File: src/rtl/wall_spawn_ctrl.sv
// Wall spawn scheduler: paces spawns by frame count, draws heights from an external LFSR with
// bounded rejection sampling, and offers each wall to the renderer over valid/ready.
module wall_spawn_ctrl #(
  parameter int unsigned SPAWN_PERIOD = 90,
  parameter int unsigned MIN_H        = 4,
  parameter int unsigned MAX_H        = 40,
  parameter int unsigned MAX_RETRY    = 3,
  parameter int unsigned FALLBACK_H   = 20
) (
  input  logic       i_clk,
  input  logic       i_reset,
  input  logic       i_enable,
  input  logic       i_frame_tick,
  input  logic [5:0] i_rand_in,
  output logic       o_rand_step,
  input  logic       i_wall_ready,
  output logic       o_wall_valid,
  output logic [5:0] o_wall_height,
  output logic       o_wall_fallback,
  output logic       o_missed_spawn,
  output logic [7:0] o_spawn_count
);

  localparam logic [7:0] LastFrame = 8'(SPAWN_PERIOD - 1);
  localparam logic [5:0] MinH      = 6'(MIN_H);
  localparam logic [5:0] MaxH      = 6'(MAX_H);
  localparam logic [2:0] RetryMax  = 3'(MAX_RETRY);
  localparam logic [5:0] FallbackH = 6'(FALLBACK_H);

  typedef enum logic [2:0] {StIdle, StWait, StStep, StSample, StOffer} state_e;

  state_e     r_state, w_state_d;
  logic [7:0] r_frame_cnt, w_frame_cnt_d;
  logic [2:0] r_retry_cnt, w_retry_cnt_d;
  logic [5:0] r_height, w_height_d;
  logic       r_fallback, w_fallback_d;
  logic       r_missed, w_missed_d;
  logic [7:0] r_spawn_count, w_spawn_count_d;
  logic       w_expire;
  logic       w_in_range;

  always_ff @(posedge i_clk) begin
    if (i_reset) begin
      r_state       <= StIdle;
      r_frame_cnt   <= '0;
      r_retry_cnt   <= '0;
      r_height      <= '0;
      r_fallback    <= 1'b0;
      r_missed      <= 1'b0;
      r_spawn_count <= '0;
    end else begin
      r_state       <= w_state_d;
      r_frame_cnt   <= w_frame_cnt_d;
      r_retry_cnt   <= w_retry_cnt_d;
      r_height      <= w_height_d;
      r_fallback    <= w_fallback_d;
      r_missed      <= w_missed_d;
      r_spawn_count <= w_spawn_count_d;
    end
  end

  always_comb begin
    w_state_d       = r_state;
    w_frame_cnt_d   = r_frame_cnt;
    w_retry_cnt_d   = r_retry_cnt;
    w_height_d      = r_height;
    w_fallback_d    = r_fallback;
    w_spawn_count_d = r_spawn_count;
    w_expire        = i_frame_tick && (r_state != StIdle) && (r_frame_cnt == LastFrame);
    w_in_range      = (i_rand_in >= MinH) && (i_rand_in <= MaxH);
    // An expiry while a spawn is still in flight is dropped, only flagged.
    w_missed_d      = w_expire && (r_state != StWait);

    if (i_frame_tick && (r_state != StIdle)) begin
      w_frame_cnt_d = w_expire ? 8'd0 : r_frame_cnt + 8'd1;
    end

    unique case (r_state)
      StIdle: begin
        if (i_enable) begin
          w_state_d       = StStep;
          w_frame_cnt_d   = '0;
          w_spawn_count_d = '0;
        end
      end
      StWait: begin
        if (w_expire) w_state_d = StStep;
      end
      StStep: w_state_d = StSample;
      StSample: begin
        if (w_in_range) begin
          w_height_d    = i_rand_in;
          w_fallback_d  = 1'b0;
          w_retry_cnt_d = '0;
          w_state_d     = StOffer;
        end else if (r_retry_cnt < RetryMax) begin
          w_retry_cnt_d = r_retry_cnt + 3'd1;
          w_state_d     = StStep;
        end else begin
          w_height_d    = FallbackH;
          w_fallback_d  = 1'b1;
          w_retry_cnt_d = '0;
          w_state_d     = StOffer;
        end
      end
      StOffer: begin
        if (i_wall_ready) begin
          w_spawn_count_d = r_spawn_count + 8'd1;
          w_state_d       = StWait;
        end
      end
      default: w_state_d = StIdle;
    endcase

    // Disable cancels everything in flight but keeps the last height and the count.
    if (!i_enable) begin
      w_state_d       = StIdle;
      w_frame_cnt_d   = '0;
      w_retry_cnt_d   = '0;
      w_height_d      = r_height;
      w_fallback_d    = r_fallback;
      w_missed_d      = 1'b0;
      w_spawn_count_d = r_spawn_count;
    end
  end

  assign o_rand_step     = (r_state == StStep);
  assign o_wall_valid    = (r_state == StOffer);
  assign o_wall_height   = r_height;
  assign o_wall_fallback = r_fallback;
  assign o_missed_spawn  = r_missed;
  assign o_spawn_count   = r_spawn_count;

endmodule

File: config.mk
export PLATFORM = sky130hd
export DESIGN_NAME = wall_spawn_ctrl
export DESIGN_NICKNAME = d
export VERILOG_FILES = /design/src/rtl/wall_spawn_ctrl.sv
export SDC_FILE = /design/constraint.sdc
export NUM_CORES = 1
export LEC_CHECK = 0
export ABC_CLOCK_PERIOD_IN_PS = 1600
export CORE_AREA = 2 2 58 60
export CTS_CLUSTER_DIAMETER = 120
export DETAILED_ROUTE_END_ITERATION = 8
export DIE_AREA = 0 0 60 62
export DONT_BUFFER_PORTS = 1
export SLEW_MARGIN = 10
export SYNTH_ARGS = -nofsm -noshare
export SYNTH_HDL_FRONTEND = slang
export SYNTH_SLANG_ARGS = --single-unit
File: constraint.sdc
create_clock -name i_clk -period 1.6 [get_ports i_clk]
set_input_delay 0.32 -clock i_clk [delete_from_list [all_inputs] [get_ports i_clk]]
set_output_delay 0.32 -clock i_clk [all_outputs]
set_load 0.005 [all_outputs]
==> metrics.txt <==
status=finished clean; worst hold margin=46.2 ps; hold_buf cts=0; Reg2Reg Depth=6; Hold Fails Final Rpt=0; reg2reg start=r_frame_cnt[1]$_SDFFE_PP0P_; Hold Crit Start=i_reset; fin area=1600 um^2; share of cells above drive strength 1=16.5%; clk_skew=6.19 ps; largest family of logic cells by synthesized area=simple AND/OR/NAND/NOR gates; ys async rst share=0%; multiplexer area fraction after synthesis=0%; IO Pins=29; core outline area=3180 um^2; cell mode on critical path=buf_4; worst-path fanout max=5; DRC viols=0; first-pass GRT wire length=4.79 mm; Post-synth EDFFs=0; crit end category=output port; syn avg cell area=9.08 um^2; Non-Filler Instances=216; ANT cells=0; Final HPWL DP=2.17 mm; P&R area growth vs syn=9.50%; Critical Path AT=1240 ps; slowest CP cell=dfxtp_1; gr ovfl total=0; vias per inst=5.75; Post-DP Area=1530 um^2; largest net degree at the start of global routing=11; Routed Antenna Nets=0; unrepaired setup endpoints after global routing=yes; startpoint types=register; Ys Warns=0; Hold WC Path Type=input port to register; hold path endpoint=o_wall_height[5]$_SDFFE_PP0P_; Max-slew headroom=71.1%; max-slew violation count=0; pre-CTS setup slack=53.3 ps; TritonCTS clock tree=done; register bit total from synthesis=30; Power Density=802 nW/um^2; Final Setup Violations=0; Seq/Total Area, Yosys=41.1%; Placed Cells=210; Final period util=97.4%; compound-gate portion of the synthesized area=16.4%; fin nets=186; number of H-tree levels=2; worst hold stages=1; max cap viols=0; FP Rows=21; initial antenna violation count=0; Routed WL per cell=14.1 um; Mapped Cells=161; CP required=1280 ps; PnR worst setup slack=42.4 ps; fin crit period=1560 ps; worst path cell trace=buf_4 > nor3b_1 > buf_4; Max Fclk=0.642 GHz; Lkg Pwr=0.549 nW; total CTS buffers=5; DIE WIDTH=60 um; critical path type=register to output port; clock sinks=30; Routed WL=3.04 mm; Worst Tran Pin Value=434 ps; drt pass-1 iters=4; Die ar.=3720 um^2; CTS root buf=clkbuf_4; Iter 0 DRT Violations=77; Max clock buf depth=2; Synth Area in Adders=3.42%; GPL Wtd Cong=0.781; Mapped Area=1460 um^2; clk slew on worst S/H paths=90 ps; Peak VDD IR=0.477 mV; simple-gate share of the synthesized area=29.1%; max incr delay on CP=370 ps; IO buf count=0; Pwr Total=1.28 mW; ys flop type=dfxtp_1; starting density of the core=46.0%; Syn Nets=176; vias=1,243; chip height=62 um; vias in the first global route=1,075; Reg2Reg Capture Point=r_state[1]$_SDFFE_PP0P_; Synth cell types=49; Total GRT Usage=17.5%; clock latency at the later pin of the worst-skew pair=320 ps; XOR/XNOR share of the synthesized area=4.79%; reg2reg setup slack=80 ps
critical path, delay by kind of cell, from the launching register on:
family / cells / cell delay, ps
simple gates: 1 / 200
buf+inv: 2 / 330
flops: 1 / 370
area by class of cell:
class                   count  area [um^2]
clock buffers               6         51.3
fillers                   318         1580
inverters                   4         15.0
multi-input cells         120          796
flip-flops and latches     30          606
well taps                  46         57.6
repair buffers             10         75.1
report_power, final:
part | internal [mW] | switching, mW
clock | 0.198 | 0.249
combinational | 0.0330 | 0.0481
sequential | 0.749 | 0.00646
total | 0.979 | 0.304
how the worst max path moves through the flow:
stage | to | slack [ps] | start | cells past startpoint
final | o_wall_valid | 40 | r_state[1]$_SDFFE_PP0P_ | 3
after floorplan | o_wall_height[2]$_SDFFE_PP0P_ | 120 | i_rand_in[2] | 4
after global routing | r_state[1]$_SDFFE_PP0P_ | -70 | r_frame_cnt[1]$_SDFFE_PP0P_ | 6
after global placement | o_wall_height[4]$_SDFFE_PP0P_ | 90 | i_rand_in[2] | 4
after CTS | r_state[1]$_SDFFE_PP0P_ | 30 | r_frame_cnt[1]$_SDFFE_PP0P_ | 6
after detailed placement | r_state[1]$_SDFFE_PP0P_ | 50 | r_frame_cnt[1]$_SDFFE_PP0P_ | 6
cells in the final DEF (no fill, tap or decap), types with 2 or more instances in the layout:
| cell type | count |
|---|---|
| nor3_2 | 2 |
| a21oi_1 | 16 |
| inv_1 | 4 |
| xnor2_1 | 2 |
| and2_1 | 2 |
| a211oi_1 | 2 |
| nand4_1 | 10 |
| clkbuf_4 | 5 |
| o21ai_0 | 5 |
| buf_4 | 10 |
| or3_1 | 2 |
| o21ai_1 | 2 |
| xor2_1 | 6 |
| nand3_1 | 8 |
| o221a_1 | 2 |
| ha_1 | 4 |
| nor2_1 | 13 |
| nand2b_1 | 2 |
| dfxtp_1 | 28 |
| nand2_1 | 13 |
| or4_1 | 4 |
cells in the mapped netlist, types with 3 or more instances:
| cell type | number | area (um^2) |
|---|---|---|
| dfxtp_1 | 30 | 601 |
| nor2_1 | 13 | 48.8 |
| inv_1 | 4 | 15.0 |
| ha_1 | 4 | 50.1 |
| or4_1 | 4 | 30.0 |
| nand2_1 | 13 | 48.8 |
| nand4_1 | 10 | 62.6 |
| nand3_1 | 8 | 40.0 |
| buf_6 | 3 | 33.8 |
| xor2_1 | 6 | 52.6 |
| a21oi_1 | 16 | 80.1 |
| o21ai_0 | 5 | 25.0 |
flip-flops by register name, summed over array words and instances, names as in the netlist:
register         flops
o_missed_spawn       1
o_spawn_count        8
o_wall_fallback      1
o_wall_height        6
r_frame_cnt          8
r_retry_cnt          3
r_state              3
repair_timing:
item,4_1_cts,5_1_grt
resized for setup,3,2
setup endpoints to repair,2,3
pin swaps,0,0
setup buffers,0,0
metrics by stage:
| step | setup TNS (ps) | utilization (%) |
|---|---|---|
| after global routing | -163 | 50.3 |
| after global placement | 0 | 48.2 |
| after floorplan | 0 | - |
| final | 0 | 50.3 |
| after CTS | 0 | 50.1 |
| after detailed placement | 0 | 48.2 |
cell families (layout without fill, tap and decap cells):
| kind of cell | Yosys count | after routing |
|---|---|---|
| xor gates and xnor gates | 8 | 8 |
| AOI/OAI and AO/OA | 37 | 37 |
| buffers and inverters | 11 | 20 |
| and+or+nand+nor | 71 | 71 |
| adders and majority gates | 4 | 4 |
| DFF | 30 | 30 |
routing by layer:
metal / GRT usage [%] / routed length (um)
met1: 22.5 / 1430
met2: 25.6 / 1340
met3: 7.87 / 230
met4: 6.98 / 48
met5: 0 / 0
Power figures use the tool's default switching activity.
